$ cat config.mk
export PLATFORM = sky130hd
export DESIGN_NAME = if_fetch_unit
export DESIGN_NICKNAME = d
export VERILOG_FILES = /design/src/rtl/if_fetch_unit_pkg.sv /design/src/rtl/if_fetch_unit_if_id_reg.sv /design/src/rtl/if_fetch_unit.sv
export SDC_FILE = /design/constraint.sdc
export NUM_CORES = 1
export LEC_CHECK = 0
export ABC_AREA = 1
export BUFFER_PORTS_ARGS = -buffer_cell sky130_fd_sc_hd__buf_2
export CAP_MARGIN = 5
export CORE_MARGIN = 1
export CORE_UTILIZATION = 47
export DETAILED_ROUTE_END_ITERATION = 6
export PLACE_DENSITY_LB_ADDON = 0.05
export SLEW_MARGIN = 30
export SYNTH_ARGS = -nofsm -noshare
export SYNTH_HDL_FRONTEND = slang
export SYNTH_SLANG_ARGS = --single-unit
$ cat constraint.sdc
create_clock -name clk -period 4.37 [get_ports clk]
set_clock_uncertainty 0.2 [all_clocks]
set_input_delay 0.6555 -clock clk [delete_from_list [all_inputs] [get_ports clk]]
set_output_delay 0.6555 -clock clk [all_outputs]
set_load 0.01 [all_outputs]
$ cat src/rtl/if_fetch_unit_pkg.sv
// Shared constants, state encodings and the IF/ID payload type for the fetch stage.
package if_fetch_unit_pkg;

    localparam logic enable_signal  = 1'b1;
    localparam logic disable_signal = 1'b0;

    localparam int inst_addr_bus_width = 32;
    localparam int InstBus             = 32;

    localparam logic [InstBus-1:0] zero_word = 32'h0000_0000;

    localparam logic [0:0] RST_HOLD = 1'b0;
    localparam logic [0:0] RUN      = 1'b1;

    localparam logic [inst_addr_bus_width-1:0] RESET_PC_DEFAULT = 32'h0000_0000;
    localparam logic [inst_addr_bus_width-1:0] EXC_PC_DEFAULT   = 32'h0000_0020;

    typedef struct packed {
        logic [inst_addr_bus_width-1:0] pc;
        logic [InstBus-1:0]             inst;
        logic                           adel;
    } if_id_t;

    function automatic logic is_misaligned(input logic [1:0] addr_lo);
        return addr_lo != 2'b00;
    endfunction

endpackage

$ cat src/rtl/if_fetch_unit_if_id_reg.sv
// IF/ID pipeline register: flush and bubble load zeros, stall_id holds, otherwise capture the fetch.
module if_id_reg
    import if_fetch_unit_pkg::*;
(
    input  logic                           clk_i,
    input  logic                           rst_ni,
    input  logic                           run_i,
    input  logic                           flush_i,
    input  logic                           stall_if_i,
    input  logic                           stall_id_i,
    input  logic [inst_addr_bus_width-1:0] pc_i,
    input  logic [InstBus-1:0]             inst_i,
    output logic [inst_addr_bus_width-1:0] id_pc_o,
    output logic [InstBus-1:0]             id_inst_o,
    output logic                           id_adel_o
);

    if_id_t id_q;
    if_id_t id_d;
    logic   misaligned;

    // A misaligned fetch still forwards its PC so the exception unit sees the bad address.
    always_comb begin
        misaligned = is_misaligned(pc_i[1:0]);
        id_d       = id_q;
        if (!run_i || flush_i || (stall_if_i && !stall_id_i)) begin
            id_d = '0;
        end else if (stall_id_i) begin
            id_d = id_q;
        end else begin
            id_d.pc   = pc_i;
            id_d.inst = misaligned ? zero_word : inst_i;
            id_d.adel = misaligned;
        end
    end

    always_ff @(posedge clk_i) begin
        if (!rst_ni) begin
            id_q <= '0;
        end else begin
            id_q <= id_d;
        end
    end

    assign id_pc_o   = id_q.pc;
    assign id_inst_o = id_q.inst;
    assign id_adel_o = id_q.adel;

endmodule

$ cat src/rtl/if_fetch_unit.sv
// Instruction-fetch stage: PC generation with flush/stall/pending-branch priority feeding the IF/ID register.
module if_fetch_unit
    import if_fetch_unit_pkg::*;
#(
    parameter logic [31:0] RESET_PC = RESET_PC_DEFAULT,
    parameter logic [31:0] EXC_PC   = EXC_PC_DEFAULT
) (
    input  logic        clk,
    input  logic        rst,
    input  logic        stall_if,
    input  logic        stall_id,
    input  logic        flush,
    input  logic [31:0] new_pc,
    input  logic        branch_flag_i,
    input  logic [31:0] branch_target_address_i,
    input  logic [31:0] inst_i,
    output logic [31:0] pc_o,
    output logic        ce_o,
    output logic [31:0] id_pc_o,
    output logic [31:0] id_inst_o,
    output logic        id_adel_o
);

    // EXC_PC is consumed by ctrl's new_pc mux; this block only refers to it here.
    if (EXC_PC[1:0] != 2'b00) begin : g_exc_pc_unaligned
    end

    logic [0:0]  state_q, state_d;
    logic        ce_q, ce_d;
    logic [31:0] pc_q, pc_d;
    logic        pend_valid_q, pend_valid_d;
    logic [31:0] pend_target_q, pend_target_d;

    // A branch seen while IF is stalled is parked and replayed on the first unstalled cycle.
    always_comb begin
        state_d       = state_q;
        ce_d          = ce_q;
        pc_d          = pc_q;
        pend_valid_d  = pend_valid_q;
        pend_target_d = pend_target_q;
        if (state_q == RST_HOLD) begin
            state_d = RUN;
            ce_d    = enable_signal;
        end else if (flush) begin
            pc_d         = new_pc;
            pend_valid_d = disable_signal;
        end else if (stall_if) begin
            if (branch_flag_i) begin
                pend_target_d = branch_target_address_i;
                pend_valid_d  = enable_signal;
            end
        end else if (pend_valid_q) begin
            pc_d         = pend_target_q;
            pend_valid_d = disable_signal;
        end else if (branch_flag_i) begin
            pc_d = branch_target_address_i;
        end else begin
            pc_d = pc_q + 32'd4;
        end
    end

    always_ff @(posedge clk) begin
        if (!rst) begin
            state_q       <= RST_HOLD;
            ce_q          <= disable_signal;
            pc_q          <= RESET_PC;
            pend_valid_q  <= disable_signal;
            pend_target_q <= zero_word;
        end else begin
            state_q       <= state_d;
            ce_q          <= ce_d;
            pc_q          <= pc_d;
            pend_valid_q  <= pend_valid_d;
            pend_target_q <= pend_target_d;
        end
    end

    assign pc_o = pc_q;
    assign ce_o = ce_q;

    if_id_reg u_if_id_reg (
        .clk_i      (clk),
        .rst_ni     (rst),
        .run_i      (state_q == RUN),
        .flush_i    (flush),
        .stall_if_i (stall_if),
        .stall_id_i (stall_id),
        .pc_i       (pc_q),
        .inst_i     (inst_i),
        .id_pc_o    (id_pc_o),
        .id_inst_o  (id_inst_o),
        .id_adel_o  (id_adel_o)
    );

endmodule

# After elaboration in Yosys (flattened, before gate mapping)
# Index checks and enable logic that the tools add are counted.
# W data, S select, Z words.
classes:
  bitwise: 2
  n_addsub: 1
  mux: 9
  n_reduce_logical: 10
  eq_ne: 2
op_table:
  columns: ["cell", "count"]
  rows:
  - ["$mux W32", 5]
  - ["$add A32 B3 Y32 const B", 1]
  - ["$mux W1", 4]
  - ["$reduce_and A2 Y1", 2]
  - ["$reduce_and A4 Y1", 1]
  - ["$ne A3 B1 Y1 const B", 1]
  - ["$logic_not A1 Y1", 2]
  - ["$logic_or A1 B1 Y1", 2]
  - ["$ne A2 B1 Y1 const B", 1]
  - ["$not A1 Y1", 2]
  - ["$reduce_bool A2 Y1", 1]
  - ["$reduce_or A2 Y1", 1]
  - ["$logic_and A1 B1 Y1", 1]
totals:
  register_bits: 132
  word_cells: 32
  inputBits: 102
  out_inout_bits: 98

# Longest topological paths before layout
depth:
  depth_word: 5
  mapped_depth: 12
  mapped_depth_nobuf: 12

# Cells and area by module
# Synthesis repeated with hierarchy kept, for this count alone.
unflattened:
  cells_unflattened: 1092
  area_unflattened_um2: 6760.2
by_module_without_submodules:
  columns: ["module", "cells_each", "area_each_um2", "n_inst", "seq_area_each_um2"]
  rows:
  - ["if_fetch_unit", 701, 4092.7, 1, 1341.3]
  - ["if_id_reg", 391, 2667.6, 1, 1301.2]

# Least setup slack after synthesis
# OpenSTA, ideal clock, no wires.
synth_path:
  path_kind: "input port to flip-flop"
  from: "input port flush"
  to: "register pc_q[21], in the netlist pc_o[21]"
  n_path_buf: 2
  slack_ns: 2.505
  arrival_time_ns: 1.553
  cell_stages: 8
  required_time_ns: 4.058
  path_cell_list: "buf_4 -> nor2_1 -> nor2_1 -> nand2_1 -> clkbuf_1 -> nor2_1 -> nand2_1 -> nand2_1"
synth_between:
  elab_chain_len: 2
  word_cells_on_any_way: 3
  classes_between: "eq/ne (1); mux (1); reduce/logical (1)"
synth_lines:
  columns: ["item", "line", "text"]
  rows:
  - ["start: declaration", "if_fetch_unit.sv:12", "input logic flush,"]
  - ["$ne A2 B1 Y1 (no line)", null, null]
  - ["$reduce_and A2 Y1 (no line)", null, null]
  - ["end signal: assignment", "if_fetch_unit.sv:72", "pc_q <= pc_d;"]
  - ["end: declaration", "if_fetch_unit.sv:30", "logic [31:0] pc_q, pc_d;"]
# Several ways; a longest one is shown, not always the timed one.
# A chain may end at the register's enable or synchronous reset.

# Worst setup path in the final report
layout_path:
  from: "input port flush"
  to: "register pc_q[5], in the netlist pc_o[5]"
# Same word-level chain as after synthesis.

==> results_dict.tcl <==
set metrics [dict create \
    core_area_um2 13400 \
    min_path_cells 2 \
    antenna_left 0 \
    post-route-min-period_ps 2568 \
    synthTopCellsByArea "dfxtp_1 40%, nand2_1 16%, nor2_1 12%, a21oi_1 6.1%, o21ai_0 5.0%" \
    r2r_cells 12 \
    cp.arrival_ps 2710 \
    num_vias 6933 \
    cp_max_fo 34 \
    final_cell_area_um2 8192 \
    async_flop_share_pct 0 \
    vias_per_cell 5.013 \
    post-place-ws_ps 1421 \
    finalCritPeriodShare_pct 58.77 \
    synth_top_family_by_area "simple AND/OR/NAND/NOR gates" \
    io_pins 200 \
    tritoncts "built" \
    post-dp-hpwl_um 14320 \
    p_leak_nw 4.104 \
    cts_resized 0 \
    placedCellCount 1352 \
    fin_cells 1383 \
    clock_latency_ps 420 \
    start_util_pct 48.86 \
    synth_edf_count 0 \
    synth_area_um2 6548 \
    synth_cell_types 30 \
    avgRoutedWirePerCell_um 14.03 \
    num_rows 42 \
    dr_wl_met3_um 1744 \
    clk_pin_slew_worst_paths_ps 50 \
    ir_worst_vdd_uv 253.0 \
    io_buffers 199 \
    antenna_found_initial 1 \
    crit_type "primary input to flip-flop" \
    first_pass_iters 5 \
    yosys_warnings 0 \
    drc 0 \
    powerDensity_nw_per_um2 382.7 \
    grt_max_degree 62 \
    clockBufferDepth 2 \
    min-delay-start "u_if_id_reg.id_pc_o[9]" \
    drtIter0Drc 534 \
    synth_area_per_cell_um2 6.382 \
    cts-root-buf "clkbuf_16" \
    timing.final.ws_setup_ps 1802 \
    seq_area_frac_synth_pct 40.36 \
    fp.dieArea_um2 14410 \
    synth-seq-cells 132 \
    synth_nets 1129 \
    reg2reg_from "pc_o[2]" \
    area_growth_pct 25.11 \
    outcome "completed" \
    grt_pass1_wl_um 30790 \
    hold_viol 0 \
    hp-class "flip-flop to flip-flop" \
    cp-start-kind "primary input" \
    synth_top_area_share_pct 40.36 \
    grt_usage_pct 27.43 \
    crit_required_ps 4510 \
    syn-instance-count 1026 \
    slew_viol_final 0 \
    maxCapViolCount 0 \
    critPathCaptureType "flip-flop" \
    final-setup-viol-count 0 \
    cp-startpoint "flush" \
    worst_pin_slew_ps 850.0 \
    die_h_um 120.0 \
    place.gp.congestion 0.8874 \
    placed_area_um2 7574 \
    yosysMostFrequentCell "nand2_1" \
    final_nets 1298 \
    highest_layer "met4" \
    grt_pass1_vias 6146 \
    ctsHoldBuffers 0 \
    routed_wl_um 19400 \
    final_layout_size_suffix_gt1_share_pct 20.90 \
    synth_adder_area_share_pct 0.1911 \
    synth_simple_gate_area_share_pct 33.52 \
    post_cts_buffers 0 \
    cts_max_level 4 \
    rsz0062_at_grt "false" \
    fillers 1348 \
    yosys-top-cells-count "281 x nand2_1, 215 x nor2_1, 132 x dfxtp_1" \
    synth_xor_area_share_pct 0.6688 \
    synth_flop_cell "dfxtp_1" \
    cts_sinks 132 \
    relSlewSlack_pct 42.99 \
    wl_met1_um 9284 \
    chipWidth_um 120.0 \
    clock.fmax_mhz 389.4 \
    numCtsBuffers 17 \
    timing.setup.tns_ps 0 \
    synthMuxAreaShare_pct 0 \
    overflow 0 \
    synth_compound_area_share_pct 16.28 \
    dr_wl_met2_um 8010 \
    yosysTopAreaCell "dfxtp_1" \
]
-- per-layer routing --
metal	GRT usage, %	up-vias
met5	0	-
met4	10.70	0
met3	6.702	26
met2	40.09	300
met1	38.51	3010
li1	-	3597
-- state kept, by name (all words and copies together), names as in the netlist --
register	cells
u_if_id_reg.id_inst_o	32
state_q	1
u_if_id_reg.id_adel_o	1
ce_o	1
pc_o	32
u_if_id_reg.id_pc_o	32
pend_target_q	32
pend_valid_q	1
-- per-stage QoR --
step           utilization [%]  hold slack (ps)  power, mW
2_1_floorplan                -            276.5      1.541
3_3_place_gp             56.52            251.7      1.688
3_5_place_dp             56.52            257.7      1.690
4_1_cts                  61.09            265.3      3.149
5_1_grt                  61.11            289.4      3.263
6_report                 61.13            259.3      3.135
-- final cells by class --
cell class | instances | area, um2 | area share, %
multi-input combinational | 748 | 3319 | 40.52
timing repair buffer | 207 | 1056 | 12.89
clock buffer | 27 | 523.0 | 6.385
antenna | 1 | 2.502 | 0.03055
sequential | 132 | 2646 | 32.30
inverter | 89 | 334.1 | 4.078
tap | 176 | 220.2 | 2.688
clock inverter | 3 | 90.09 | 1.100
-- placed cells by master, fill, tap and decap left out, types with 3 or more instances in the layout --
cell	netlist	layout
a211oi_1	3	3
a21oi_1	80	80
buf_2	14	199
buf_4	6	8
bufinv_16	0	3
clkbuf_1	37	4
clkbuf_16	0	17
clkbuf_8	0	6
clkinv_1	2	3
dfxtp_1	132	131
inv_1	85	84
nand2_1	281	281
nand3_1	38	38
nor2_1	215	214
nor2_2	5	6
nor2_4	3	3
o211ai_1	34	34
o21ai_0	65	65
o22ai_1	3	3
xor2_1	3	3
-- worst paths after layout --
check,to,slack [ps]
max,pc_o[5],1800
min reg2reg,u_if_id_reg.id_pc_o[9],260
min,u_if_id_reg.id_pc_o[9],260
max reg2reg,pc_o[28],2210
-- cells by family (layout without fill, tap and decap cells) --
| family | count (synthesis) | count (layout) |
|---|---|---|
| adder cells (fa/ha/maj) | 1 | 1 |
| flip-flops | 132 | 132 |
| buffers and inverters | 146 | 326 |
| AND/OR/NAND/NOR | 551 | 551 |
| XOR/XNOR | 5 | 5 |
| AO/OA/AOI/OAI | 191 | 191 |
| other | 0 | 1 |
-- power breakdown --
group	leakage, nW	switching, mW	internal (mW)
clock network	0.300	0.481	0.982
logic	2.73	0.233	0.136
registers	1.07	0.0548	1.25
total	4.10	0.769	2.37
-- critical path: stages --
cell and delay, ps:
buf_2 530, nor2_1 160, nor2_1 220, nand2_1 490, inv_1 370, o21ai_0 140
o22ai_1 160
(Power assumes the default switching activity.)
